$ cat config.mk
export PLATFORM = sky130hd
export DESIGN_NAME = core_ma_lsu_read_data_merge
export DESIGN_NICKNAME = d
export VERILOG_FILES = /design/src/rtl/core_define.sv /design/src/rtl/core_ma_lsu_load_extend.sv /design/src/rtl/core_ma_lsu_read_data_merge.sv
export SDC_FILE = /design/constraint.sdc
export NUM_CORES = 1
export LEC_CHECK = 0
export ABC_AREA = 1
export CORE_MARGIN = 2
export CORE_UTILIZATION = 45
export DETAILED_ROUTE_END_ITERATION = 7
export DONT_BUFFER_PORTS = 1
export SYNTH_ARGS = -nofsm -noshare
export SYNTH_HDL_FRONTEND = slang
export SYNTH_SLANG_ARGS = --single-unit
$ cat constraint.sdc
create_clock -name clk -period 2.02 [get_ports clk]
set_clock_uncertainty 0.2 [all_clocks]
set_input_delay 0.303 -clock clk [delete_from_list [all_inputs] [get_ports clk]]
set_output_delay 0.303 -clock clk [all_outputs]
set_load 0.05 [all_outputs]
$ cat src/rtl/core_define.sv
// Shared load-response definitions: RISC-V load funct3 codes, access
// lengths, the response state type and the beat-count helper.
package core_define;

    localparam logic [2:0] LB  = 3'd0;
    localparam logic [2:0] LH  = 3'd1;
    localparam logic [2:0] LW  = 3'd2;
    localparam logic [2:0] LBU = 3'd4;
    localparam logic [2:0] LHU = 3'd5;

    localparam logic [2:0] LEN_B = 3'd1;
    localparam logic [2:0] LEN_H = 3'd2;
    localparam logic [2:0] LEN_W = 3'd4;

    typedef enum logic [1:0] {
        ST_IDLE = 2'd0,
        ST_W0   = 2'd1,
        ST_W1   = 2'd2,
        ST_DONE = 2'd3
    } rsp_state_t;

    // A load needs a second word when its last byte falls past byte 3.
    function automatic logic needs_two_beats(input logic [1:0] off,
                                             input logic [2:0] len);
        return ({2'b00, off} + {1'b0, len}) > 4'd4;
    endfunction

endpackage

$ cat src/rtl/core_ma_lsu_load_extend.sv
// Combinational load realignment: shifts the two-word window down to the
// addressed byte, keeps 1/2/4 bytes and sign- or zero-extends them.
module core_ma_lsu_load_extend
    import core_define::*;
(
    input  logic [63:0] data,
    input  logic [1:0]  off,
    input  logic [2:0]  len,
    input  logic [2:0]  op_type,
    output logic [31:0] result,
    output logic        illegal
);

    logic [31:0] word;
    logic        len_ok;
    logic        type_ok;
    logic        sext;

    // Realign, mask by length and extend; illegal encodings come out zero-extended.
    always_comb begin
        word    = 32'(data >> {off, 3'b000});
        len_ok  = (len == LEN_B) || (len == LEN_H) || (len == LEN_W);
        type_ok = (op_type == LB) || (op_type == LH) || (op_type == LW) ||
                  (op_type == LBU) || (op_type == LHU);
        illegal = !(len_ok && type_ok);
        sext    = len_ok && type_ok && !op_type[2];
        result  = word;
        case (len)
            LEN_B:   result = {{24{word[7] & sext}}, word[7:0]};
            LEN_H:   result = {{16{word[15] & sext}}, word[15:0]};
            default: result = word;
        endcase
    end

endmodule

$ cat src/rtl/core_ma_lsu_read_data_merge.sv
// MA-stage load response: collects one or two in-order Avalon read beats,
// merges and extends them, and holds the result on the mw handshake.
// A watchdog aborts a load whose beats never arrive.
module core_ma_lsu_read_data_merge
    import core_define::*;
#(
    parameter int TIMEOUT_CYCLES = 1024
) (
    input  logic        clk,
    input  logic        rest,
    input  logic [31:0] mem_addr,
    input  logic        mem_read,
    input  logic [2:0]  mem_op_type,
    input  logic [2:0]  mem_op_data_len,
    input  logic        mem_op_cmd_send_done,
    input  logic [31:0] avl_m0_read_data,
    input  logic        avl_m0_read_data_valid,
    input  logic        mw_ready,
    output logic [31:0] load_data,
    output logic        load_data_valid,
    output logic        load_err,
    output logic        rsp_busy
);

    localparam int CW = (TIMEOUT_CYCLES > 1) ? $clog2(TIMEOUT_CYCLES) : 1;
    localparam logic [CW-1:0] TO_LAST = CW'(TIMEOUT_CYCLES - 1);

    rsp_state_t  state;
    logic [1:0]  off_q;
    logic [2:0]  len_q;
    logic [2:0]  type_q;
    logic        two_q;
    logic [31:0] beat0_q;
    logic [CW-1:0] cnt;

    logic [63:0] ext_data;
    logic [31:0] ext_result;
    logic        ext_illegal;
    logic        timeout_hit;
    logic        unused_ok;

    // Only the byte offset matters; cmd_send_done is informational.
    assign unused_ok = ^{mem_addr[31:2], mem_op_cmd_send_done};

    // The final beat is the upper word in W1; a single-beat load pads with zero.
    assign ext_data = (state == ST_W1) ? {avl_m0_read_data, beat0_q}
                                       : {32'h0, avl_m0_read_data};

    assign timeout_hit = (TIMEOUT_CYCLES > 0) && (cnt == TO_LAST);
    assign rsp_busy    = (state != ST_IDLE);

    core_ma_lsu_load_extend u_extend (
        .data    (ext_data),
        .off     (off_q),
        .len     (len_q),
        .op_type (type_q),
        .result  (ext_result),
        .illegal (ext_illegal)
    );

    // Response FSM with registered result, sticky error and wait watchdog.
    always_ff @(posedge clk) begin
        if (rest) begin
            state           <= ST_IDLE;
            off_q           <= 2'd0;
            len_q           <= 3'd0;
            type_q          <= 3'd0;
            two_q           <= 1'b0;
            beat0_q         <= 32'h0;
            cnt             <= '0;
            load_data       <= 32'h0;
            load_data_valid <= 1'b0;
            load_err        <= 1'b0;
        end else begin
            case (state)
                ST_IDLE: begin
                    if (avl_m0_read_data_valid) begin
                        load_err <= 1'b1;
                    end
                    if (mem_read) begin
                        off_q  <= mem_addr[1:0];
                        len_q  <= mem_op_data_len;
                        type_q <= mem_op_type;
                        two_q  <= needs_two_beats(mem_addr[1:0], mem_op_data_len);
                        cnt    <= '0;
                        state  <= ST_W0;
                    end
                end
                ST_W0, ST_W1: begin
                    if (avl_m0_read_data_valid) begin
                        cnt <= '0;
                        if (state == ST_W0 && two_q) begin
                            beat0_q <= avl_m0_read_data;
                            state   <= ST_W1;
                        end else begin
                            if (state == ST_W0) begin
                                beat0_q <= avl_m0_read_data;
                            end
                            load_data       <= ext_result;
                            load_data_valid <= 1'b1;
                            if (ext_illegal) begin
                                load_err <= 1'b1;
                            end
                            state <= ST_DONE;
                        end
                    end else if (timeout_hit) begin
                        load_err        <= 1'b1;
                        load_data       <= 32'h0;
                        load_data_valid <= 1'b1;
                        cnt             <= '0;
                        state           <= ST_DONE;
                    end else begin
                        cnt <= cnt + CW'(1);
                    end
                end
                ST_DONE: begin
                    if (avl_m0_read_data_valid) begin
                        load_err <= 1'b1;
                    end
                    if (mw_ready) begin
                        load_data_valid <= 1'b0;
                        state           <= ST_IDLE;
                    end
                end
                default: state <= ST_IDLE;
            endcase
        end
    end

endmodule

==> impl_results.md, run 1 <==
* FF-to-FF setup slack at 30 ps
* Hold path cells at 4
* Average cell area after synthesis at 6.560 um2
* CP peak stage delay at 330 ps
* Crit Path Class: reg2reg
* FF+latch area at roughly 1800 um2
* Layout cells sized above 1 at 18.00%
* CTS tree: yes
* Top-area cell type share of the netlist area at 34.34%
* Placement Cell Area at 5324 um2
* Initial DRC Count at 340
* Core ar. at 10940 um2
* Fin nets at 907
* Share of flip-flops with an asynchronous set or reset at 0%
* Initial antenna violation count at 0
* Hpwl dp at 10.60 mm
* Post-Place Setup Slack at -101.1 ps
* Slew HR at 63.92%
* Ports at 111
* Post-route cell area at 6385 um2
* Placed cell count at 900
* Dominant cells by area after synthesis: dfxtp_1 (34%), nand2_1 (19%), a21oi_1 (11%), o21ai_0 (5.1%), nand3_1 (4.9%)
* Synth Instances at 773
* Vias in the first global route at 4908
* CTS Buffer Depth at 2
* Peak VDD IR at 1.217 mV
* Slew @ Worst Pin at 540.5 ps
* Run status: finished, final reports clean
* Reg2Reg Depth at 12
* Crit-path max FO at 8
* DRT Pass-1 Iters at 5
* Fmax achieved at 501.6 MHz
* Die X at 110.2 um
* Data arrival, critical path at ~2000 ps
* First-pass GRT wire length at 23.50 mm
* Number of CTS-inserted buffers at 9
* Cell variety after synth at 42
* Tmin final at 1994 ps
* Leading area contributor after synthesis: dfxtp_1
* RSZ-0062 raised after global routing: yes
* FP Rows at 38
* Count leader, synth: nand2_1
* Max cap viols at 0
* Psw at between 4 and 5 mW
* Worst Slack Setup Final at approximately 26 ps
* Synth cell count leaders: nand2_1 (251), a21oi_1 (111), dfxtp_1 (87)
* Sw frac at approximately 48%
* CP max stage cell: dfxtp_2
* RePlAce Congestion at 0.8690
* Final core utilization at 58.39%
* Gr usage total at 25.26%
* Wire per inst at around 16 um
* Crit. End Element: register
* Pwr/cell area at 1528 nW/um2
* Die Ht at 110.2 um
* CTS H-tree lvls at 3
* Startpoint Class: register
* EDFF count, synth at 0
* Root Buffer: clkbuf_16
* Pin count of the biggest net entering global routing at 52
* Top FF cell, synth: dfxtp_1
* Flop pwr share at approximately 32%
* Clock power share at 17.2%
* Post-synth net total at 857
* Synth-to-Final Area Change at 25.91%
* Hold Startpoint: avl_m0_read_data_valid
* Combinational share of power at around half
* Diode count at 0
* Routed WL at about 15 mm
* Final setup violation count at 0
* Vias at 5285
* PortBufs at 0
* CTS clock-pin slew for the worst setup and hold paths at 70 ps
* Clk_lat worst skew at ~350 ps
* CP dominant cell by count: nand3_2
* Worst-path cell chain: inv_2 > ha_4 > buf_12 > nand2_2 > nand3_2 > nand3_2 > nand2_4 > a21oi_4 > buf_6 > nand2_8 > nand2_1 > a21oi_2
* Synth Cell Area at 5071 um2
* CP Buf/Inv Count at 3
* Reg2reg end: load_data[26]$_SDFFE_PP0P_
* Pleak at 2.628 nW
* Cell count along the critical path at 12
* Period utilization at 98.70%
* Hold slack at 13.31 ps
* Die Area at around 12000 um2
* Vias per cell at approximately 5.5
* Yosys warning total at 0
* Drc violations at 0
* Clock Sinks at 87
* Yosys reg bits at 87
* End of the worst hold path: load_data[6]$_SDFFE_PP0P_
* Min-Delay Path Class: in2reg
* Post-DRT Antenna Nets at 0
* R2R Path Start: state[0]$_SDFFE_PP0P_
* Multi-input gate area at 3082 um2
* Required @ worst endpoint at approximately 2100 ps
* Seq/Total Area, Yosys at 34.34%
* Remaining Overflow, GRT at 0
* Final-layout fill cell count at 1023
* Finished Layout Cells at 968
* Int Power at 5.080 mW
* Fin. max-slew vios at 0
* Endpoints failing hold at 0
* Initial core utilization at a little under half
* Crit path max-delay family: simple AND/OR/NAND/NOR gates
==> final cells by class <==
| class | instances | share of cell area [%] |
|---|---|---|
| clock buffers | 12 | 3.860 |
| clock inverters | 4 | 0.7055 |
| inverters | 44 | 2.743 |
| multi-input cells | 595 | 48.27 |
| flip-flops and latches | 87 | 27.43 |
| well taps | 140 | 2.743 |
| repair buffers | 86 | 14.25 |
==> through the flow <==
step                setup TNS, ps  total power, mW
detailed placement          -1093            7.438
CTS                        -1.417            9.236
floorplan                       0            6.234
finish                          0            9.754
global route               -828.7            10.44
global placement           -205.7            7.362
==> worst min-delay path, stage by stage <==
cell     delay, ps
nand2_1         50
o21ai_1         70
nand2_1         60
nor2_1          40
==> placed cells by master (no fill, tap or decap), types with 2 or more instances in the layout <==
cell type / count
a21oi_4: 2
ha_1: 4
a21boi_1: 3
nor3_1: 2
nor2_1: 44
dlygate4sd3_1: 41
nand4_1: 3
buf_4: 31
clkinv_2: 3
inv_1: 33
dfxtp_4: 2
or2_2: 7
nand2_8: 2
dfxtp_1: 83
o21ai_1: 13
ha_4: 3
dfxtp_2: 2
buf_6: 3
clkbuf_16: 11
clkinv_1: 3
o21ai_0: 44
nand2_1: 242
inv_2: 6
nand2_2: 21
xor2_1: 3
a21oi_1: 102
buf_12: 7
nand3_1: 44
nand3_2: 10
o211ai_1: 5
a21oi_2: 19
nor2_4: 3
nand2_4: 5
clkbuf_1: 2
==> routing by layer <==
layer	up-vias	routed length, um	share of wire, %	global-route usage, %
li1	2633	-	-	-
met3	40	843	5.4	5.173
met5	-	0	0	0
met2	160	7260	47	41.54
met4	0	554	3.6	11.88
met1	2452	6840	44	31.65
==> flip-flops by register name (all words and copies together), names as in the netlist <==
| name | count |
|---|---|
| load_data | 32 |
| load_data_valid | 1 |
| two_q | 1 |
| type_q | 3 |
| len_q | 3 |
| state | 2 |
| cnt | 10 |
| off_q | 2 |
| load_err | 1 |
| beat0_q | 32 |
==> worst max path at each step <==
stage | start | to
floorplan | state[0]$_SDFFE_PP0P_ | cnt[9]$_SDFFE_PP0P_
global placement | state[0]$_SDFFE_PP0P_ | cnt[9]$_SDFFE_PP0P_
detailed placement | state[0]$_SDFFE_PP0P_ | cnt[9]$_SDFFE_PP0P_
CTS | state[0]$_SDFFE_PP0P_ | load_data[26]$_SDFFE_PP0P_
global route | state[0]$_SDFFE_PP0P_ | cnt[9]$_SDFFE_PP0P_
finish | state[0]$_SDFFE_PP0P_ | load_data[26]$_SDFFE_PP0P_
==> cell families after synthesis <==
group | synth area share [%]
XOR/XNOR | 0.6910
flip-flops | 34.34
AO/OA/AOI/OAI | 21.47
adder cells (fa/ha/maj) | 2.122
AND/OR/NAND/NOR | 32.59
buffers and inverters | 8.783
==> power groups by stage <==
stage	clock network (mW)	logic, mW	registers, mW
detailed placement	0	4.28	3.16
CTS	1.70	4.41	3.12
global route	1.77	5.48	3.19
global placement	0	4.22	3.15
floorplan	0	3.15	3.08
finish	1.68	4.93	3.15
==> timing repair <==
action / 4_1_cts / 5_1_grt
pin swaps: 1 / 18
resized for setup: 5 / 61
endpoints found under the hold margin: 70 / 50
hold buffers: 20 / 22
setup buffers: 0 / 7
cloned: 0 / 3
endpoints found under the setup margin: 33 / 46
Power figures use the tool's default switching activity.
==> run 2, diff against run 1 <==
Settings changed: ABC_AREA 1 to not set, ABC_CLOCK_PERIOD_IN_PS set to 2020, CORE_MARGIN 2 to 8.
==> run 2 against run 1 <==
Net effect: the run now ends with setup timing left; critical path depth is 5 lower; global-route usage is 4.0 points lower; synthesized cell count is 31% lower; sequential power is 6.7% lower; final area is 1.6% lower; core utilization is 3.3 points higher; cell count is 20% lower; total power is 18% lower; synthesized area is 8.3% lower; clock power is 25% lower; largest power group unchanged.
==> impl_results.md, run 2 <==
* Die Area at 13850 um2 (+14%)
* Failing checks: setup timing
* Final-layout fill cell count at 906 (-11%)
* EDFF count, synth at 0 (unchanged)
* DRT Pass-1 Iters at 5 (unchanged)
* Fin. max-slew vios at 0 (unchanged)
* CTS tree: yes
* CTS clock-pin slew for the worst setup and hold paths at 90 ps (+20 ps)
* Most frequent cells in the layout: nand2_1 (108), dfxtp_1 (84), buf_4 (72)
* Crit. End Element: register
* Placement Cell Area at 5298 um2 (-0.49%)
* Combinational share of power at 47.5% (-3.1 points)
* Peak VDD IR at 0.9036 mV (-26%)
* Post-route cell area at 6284 um2 (-1.6%)
* Period utilization at 108.6% (+9.9 points)
* Placed cell count at 703 (-22%)
* Dominant cells by area after synthesis: dfxtp_1 (37%), mux2i_1 (11%), nand2_1 (8.8%), a21oi_1 (6.2%), mux4_2 (3.4%)
* Yosys reg bits at 87 (unchanged)
* First-pass GRT wire length at 23.69 mm (+0.82%)
* Run status: complete, but fails checks
* Slew HR at 59.69% (-4.2 points)
* Setup TNS at -3357 ps (-3357 ps)
* Cell variety after synth at 53 (+26%)
* Int Power at 4.496 mW (-12%)
* CTS H-tree lvls at 3 (unchanged)
* Synth-to-Final Area Change at 35.07%
* Required @ worst endpoint at 2080 ps (+30 ps)
* Synth Instances at 533 (-31%)
* Max cap viols at 0 (unchanged)
* CTS Buffer Depth at 2 (unchanged)
* Remaining Overflow, GRT at 0 (unchanged)
* Pin count of the biggest net entering global routing at 47 (-9.6%)
* Post-Place Setup Slack at -266.4 ps (-165.3 ps)
* Root Buffer: clkbuf_8
* Top-area cell type share of the netlist area at 37.44% (+3.1 points)
* RePlAce Congestion at 0.8456 (-2.7%)
* Average cell area after synthesis at 8.728 um2 (+33%)
* Seq/Total Area, Yosys at 37.44% (+3.1 points)
* Crit Path Class: reg2reg
* Slew @ Worst Pin at 603.9 ps (+63.36 ps)
* Worst-path cell chain: inv_2 > ha_4 > buf_12 > mux2i_2 > a2bb2oi_1 > a21oi_1 > a221o_1
* Multi-input gate area at 2977 um2 (-3.4%)
* Initial core utilization at 45.68% (-0.70 points)
* Flop pwr share at 36.8% (+4.6 points)
* Clk_lat worst skew at 370 ps (+20 ps)
* Clock Sinks at 87 (unchanged)
* Die Ht at 117.7 um (+6.8%)
* Tmin final at 2193 ps (+199.2 ps)
* Initial antenna violation count at 0 (unchanged)
* Finished Layout Cells at 771 (-20%)
* Most common cell after layout, fill and taps aside: nand2_1
* Die X at 117.7 um (+6.8%)
* Post-synth net total at 617 (-28%)
* Endpoints failing hold at 0 (unchanged)
* Largest regs: beat0_q: 32 flops, load_data: 32 flops, cnt: 10 flops
* Pleak at 2.277 nW (-13%)
* Sw frac at 43.82% (-4.1 points)
* Drc violations at 0 (unchanged)
* Startpoint Class: register
* Top FF cell, synth: dfxtp_1
* Diode count at 0 (unchanged)
* Number of CTS-inserted buffers at 9 (unchanged)
* Worst Slack Setup Final at -172.9 ps (-199.2 ps)
* CP peak stage delay at 340 ps (about the same)
* Ports at 111 (unchanged)
* Crit-path max FO at 19 (+11)
* Synth Cell Area at 4652 um2 (-8.3%)
* Yosys warning total at 0 (unchanged)
* Share of flip-flops with an asynchronous set or reset at 0% (unchanged)
* Vias at 4376 (-17%)
* Leading area contributor after synthesis: dfxtp_1
* Clock power share at 15.8% (-1.4 points)
* Gr usage total at 21.25% (-4.0 points)
* Fin nets at 714 (-21%)
* Min-Delay Path Class: in2reg
* Vias per cell at 5.676 (+4.0%)
* RSZ-0062 raised after global routing: yes
* Pwr/cell area at 1274 nW/um2 (-17%)
* Routed WL at 14.84 mm (-4.3%)
* Final setup violation count at 28 (+28)
* Wire per inst at 19.25 um (+20%)
* Post-DRT Antenna Nets at 0 (unchanged)
* Count leader, synth: nand2_1
* Initial DRC Count at 352 (+3.5%)
* Layout cells sized above 1 at 27.40% (+9.4 points)
* Vias in the first global route at 4494 (-8.4%)
* Data arrival, critical path at 2250 ps (+230 ps)
* Fmax achieved at 456.0 MHz (-9.1%)
* FP Rows at 37 (-2.6%)
* Core ar. at 10180 um2 (-6.9%)
* CP max stage cell: a221o_1
* FF+latch area at 1748 um2 (-0.21%)
* Psw at 3.507 mW (-25%)
* Hold slack at 39.51 ps (+26.20 ps)
* Synth cell count leaders: nand2_1 (109), dfxtp_1 (87), a21oi_1 (58)
* Hpwl dp at 10.22 mm (-3.6%)
* PortBufs at 0 (unchanged)
[run 2: area by class of cell]
class	instances	area share, %
multi-input cells	396	47.37
well taps	136	2.708
clock inverters	7	1.254
inverters	11	0.6969
clock buffers	9	1.971
flip-flops and latches	87	27.82
repair buffers	125	18.18
[run 2: timing repair]
item / in CTS / in global routing
hold buffers: 42 / 0
gates cloned: 0 / 0
resized for setup: 31 / 24
endpoints found under the hold margin: 47 / 0
setup endpoints to repair: 43 / 46
pin swaps: 7 / 6
setup buffers: 3 / 7
[run 2: cells by family (layout without fill, tap and decap cells)]
| family | after synthesis | count (layout) | synth area share (%) |
|---|---|---|---|
| adders and majority gates | 8 | 8 | 2.313 |
| DFF | 87 | 87 | 37.44 |
| AOI/OAI and AO/OA | 148 | 148 | 22.49 |
| xor gates and xnor gates | 9 | 9 | 1.695 |
| and+or+nand+nor | 169 | 169 | 15.60 |
| muxes | 62 | 62 | 15.47 |
| buffers and inverters | 50 | 152 | 5.003 |
[run 2: worst paths after layout]
check                          startpoint                    endpoint  slack (ps)  cells after the start
hold reg to reg   beat0_q[8]$_SDFFE_PP0P_     beat0_q[8]$_SDFFE_PP0P_         260                      2
setup reg to reg    state[0]$_SDFFE_PP0P_  load_data[14]$_SDFFE_PP0P_        -170                      7
hold / removal                       rest       state[0]$_SDFFE_PP0P_          40                      2
setup / recovery    state[0]$_SDFFE_PP0P_  load_data[14]$_SDFFE_PP0P_        -170                      7
[run 2: per-stage QoR]
stage | total power, mW | util [%]
finish | 8.003 | 61.70
floorplan | 5.030 | -
detailed placement | 6.174 | 52.01
global route | 8.427 | 61.70
CTS | 7.781 | 60.00
global placement | 6.087 | 52.01
[run 2: power by group through the flow]
stage               combinational [mW]  clock (mW)  sequential [mW]
floorplan                         2.12           0             2.92
global placement                  3.14           0             2.95
detailed placement                3.21           0             2.96
CTS                               3.55        1.29             2.94
global route                      4.08        1.36             2.99
finish                            3.80        1.26             2.94
[run 2: routing by layer]
metal,track usage [%],share of wire (%),up-vias
met2,35.01,49,131
li1,-,-,2105
met5,0,0,-
met4,11.61,3.7,0
met1,25.05,41,2113
met3,5.036,6.0,27
[run 2: worst max-delay path: cells and delay by family, from the launching register on]
kind	cells	cell delay (ps)
compound gates	3	740
mux	1	300
buf+inv	2	280
flops	1	330
fa+ha+maj	1	230
==> run 3, diff against run 2 <==
--- a/config.mk
+++ b/config.mk
@@ -12,2 +12,3 @@
 export DONT_BUFFER_PORTS = 1
+export PLACE_DENSITY = 0.59
 export SYNTH_ARGS = -nofsm -noshare
==> constraint.sdc (replaced) <==
create_clock -name clk -period 2.02 [get_ports clk]
set_clock_uncertainty 0.2 [all_clocks]
set_input_delay 0.606 -clock clk [delete_from_list [all_inputs] [get_ports clk]]
set_output_delay 0.606 -clock clk [all_outputs]
set_load 0.05 [all_outputs]
==> run 3 against run 2 <==
Net effect: the run still ends with setup timing left; critical endpoint is now load_data[17]$_SDFFE_PP0P_; combinational power is essentially flat; total power up 2.2%; critical path type unchanged; via count down 3.7%; sequential cell count unchanged.
==> impl_results.md, run 3 (same netlist as run 2, synthesis figures left out) <==
* Run status: complete, but fails checks
* Failing checks: setup timing
* Sw frac at 43.22% (-0.60 points)
* Data arrival, critical path at 2240 ps (about the same)
* Peak VDD IR at 0.9117 mV (+0.90%)
* Pin count of the biggest net entering global routing at 49 (+4.3%)
* Post-layout power at 8.178 mW (+2.2%)
* Remaining Overflow, GRT at 0 (unchanged)
* Min-Delay Path Class: in2reg
* Die Ht at 117.7 um (unchanged)
* Synth-to-Final Area Change at 29.07%
* Most common cell after layout, fill and taps aside: nand2_1
* Endpoints failing hold at 0 (unchanged)
* Crit. End Element: register
* Layout cells sized above 1 at 30.99% (+3.6 points)
* Period utilization at 106.4% (-2.2 points)
* RePlAce Congestion at 0.8543 (+1.0%)
* Combinational share of power at 46.7% (-0.8 points)
* Final setup violation count at 30 (+7.1%)
* PortBufs at 0 (unchanged)
* Initial antenna violation count at 0 (unchanged)
* First-pass GRT wire length at 21.78 mm (-8.1%)
* Startpoint Class: register
* Vias per cell at 5.854 (+3.1%)
* Pleak at 2.116 nW (-7.1%)
* Die X at 117.7 um (unchanged)
* Tmin final at 2149 ps (-43.67 ps)
* Diode count at 0 (unchanged)
* Initial DRC Count at 327 (-7.1%)
* Post-DRT Antenna Nets at 0 (unchanged)
* CTS H-tree lvls at 3 (unchanged)
* Root Buffer: clkbuf_8
* Routed WL at 13.95 mm (-6.0%)
* Pwr/cell area at 1362 nW/um2 (+6.9%)
* Ports at 111 (unchanged)
* Hpwl dp at 9.940 mm (-2.8%)
* Vias in the first global route at 4081 (-9.2%)
* CTS Buffer Depth at 2 (unchanged)
* Flop pwr share at 36.3% (-0.5 points)
* Most frequent cells in the layout: nand2_1 (108), dfxtp_1 (84), buf_4 (59)
* FP Rows at 37 (unchanged)
* Largest regs: beat0_q: 32 flops, load_data: 32 flops, cnt: 10 flops
* Core ar. at 10180 um2 (unchanged)
* Clk_lat worst skew at 360 ps (about the same)
* Fmax achieved at 465.3 MHz (+2.0%)
* Final-layout fill cell count at 885 (-2.3%)
* FF+latch area at 1748 um2 (unchanged)
* Max cap viols at 0 (unchanged)
* DRT Pass-1 Iters at 5 (unchanged)
* Initial core utilization at 45.68% (unchanged)
* Fin. max-slew vios at 0 (unchanged)
* Drc violations at 0 (unchanged)
* Clock Sinks at 87 (unchanged)
* Multi-input gate area at 3109 um2 (+4.5%)
* Vias at 4215 (-3.7%)
* Crit Path Class: reg2reg
* CTS clock-pin slew for the worst setup and hold paths at 90 ps (about the same)
* Final core utilization at 58.96% (-2.7 points)
* Number of CTS-inserted buffers at 9 (unchanged)
* Gr usage total at 19.38% (-1.9 points)
* Slew @ Worst Pin at 598.1 ps (-5.784 ps)
* CTS tree: yes
* Required @ worst endpoint at 2120 ps (+40 ps)
* Clock power share at 17.0% (+1.2 points)
* Fin nets at 663 (-7.1%)
* RSZ-0062 raised after global routing: yes
* Slew HR at 60.07% (+0.39 points)
* Worst Slack Setup Final at -129.3 ps (+43.67 ps)
* Crit-path max FO at 8 (-11)
* Post-CTS Hold Fix Bufs at 0 (-100%)
* Psw at 3.534 mW (+0.78%)
* Wire per inst at 19.37 um (+0.64%)
* Die Area at 13850 um2 (unchanged)
* Int Power at 4.644 mW (+3.3%)
==> run 3: area by class of cell <==
| class | count | share of cell area, % |
|---|---|---|
| Timing Repair Buffer | 74 | 11.86 |
| Tap cell | 136 | 2.834 |
| Clock buffer | 9 | 2.063 |
| Inverter | 11 | 0.7710 |
| Sequential cell | 87 | 29.11 |
| Clock inverter | 7 | 1.584 |
| Multi-Input combinational cell | 396 | 51.78 |
==> run 3: path summary, 6_finish.rpt <==
check,from,to,slack [ps],cells past startpoint
worst max-delay path,state[1]$_SDFFE_PP0P_,load_data[17]$_SDFFE_PP0P_,-130,9
worst min-delay path,rest,load_data[7]$_SDFFE_PP0P_,100,1
worst min register to register,beat0_q[31]$_SDFFE_PP0P_,beat0_q[31]$_SDFFE_PP0P_,250,2
worst max register to register,state[1]$_SDFFE_PP0P_,load_data[17]$_SDFFE_PP0P_,-130,9
==> run 3: repair_timing <==
action	in CTS	in global routing
gates cloned	0	2
resized for setup	35	44
setup buffers	3	3
pin swaps	4	6
endpoints found under the setup margin	44	37
==> run 3: per-stage QoR <==
stage	area [um2]	instances	hold WS, ps	setup TNS, ps	setup WS, ps
2_1_floorplan	4741	533	232.9	-3664	-194.3
5_1_grt	6005	720	84.24	-5077	-207.1
6_report	6005	720	95.23	-2783	-129.3
3_5_place_dp	5258	696	240.0	-6479	-259.3
3_3_place_gp	5258	696	234.0	-5037	-233.8
4_1_cts	5675	715	89.44	-2685	-122.3
==> run 3: critical path, stage by stage (launching register included) <==
cell       delay, ps
dfxtp_4          390
inv_4             40
ha_4             260
buf_6            140
nand2b_4          70
a31oi_4          210
a21oi_4           60
a21oi_4          300
buf_4            290
o2bb2ai_4        130
==> run 3: power by group through the flow <==
stage | clock network [mW] | registers, mW | logic (mW)
floorplan | 0 | 2.92 | 2.12
global placement | 0 | 2.98 | 3.03
detailed placement | 0 | 2.98 | 3.11
CTS | 1.41 | 2.96 | 3.41
global route | 1.47 | 3.01 | 4.09
finish | 1.39 | 2.97 | 3.82
==> run 3: layer usage <==
| metal | up-vias | GRT usage, % | share of wire [%] | routed length (um) |
|---|---|---|---|---|
| li1 | 2014 | - | - | - |
| met5 | - | 0 | 0 | 0 |
| met1 | 2038 | 22.37 | 41 | 5784 |
| met2 | 138 | 33.01 | 49 | 6824 |
| met4 | 0 | 7.926 | 2.7 | 371 |
| met3 | 25 | 5.516 | 6.9 | 965 |
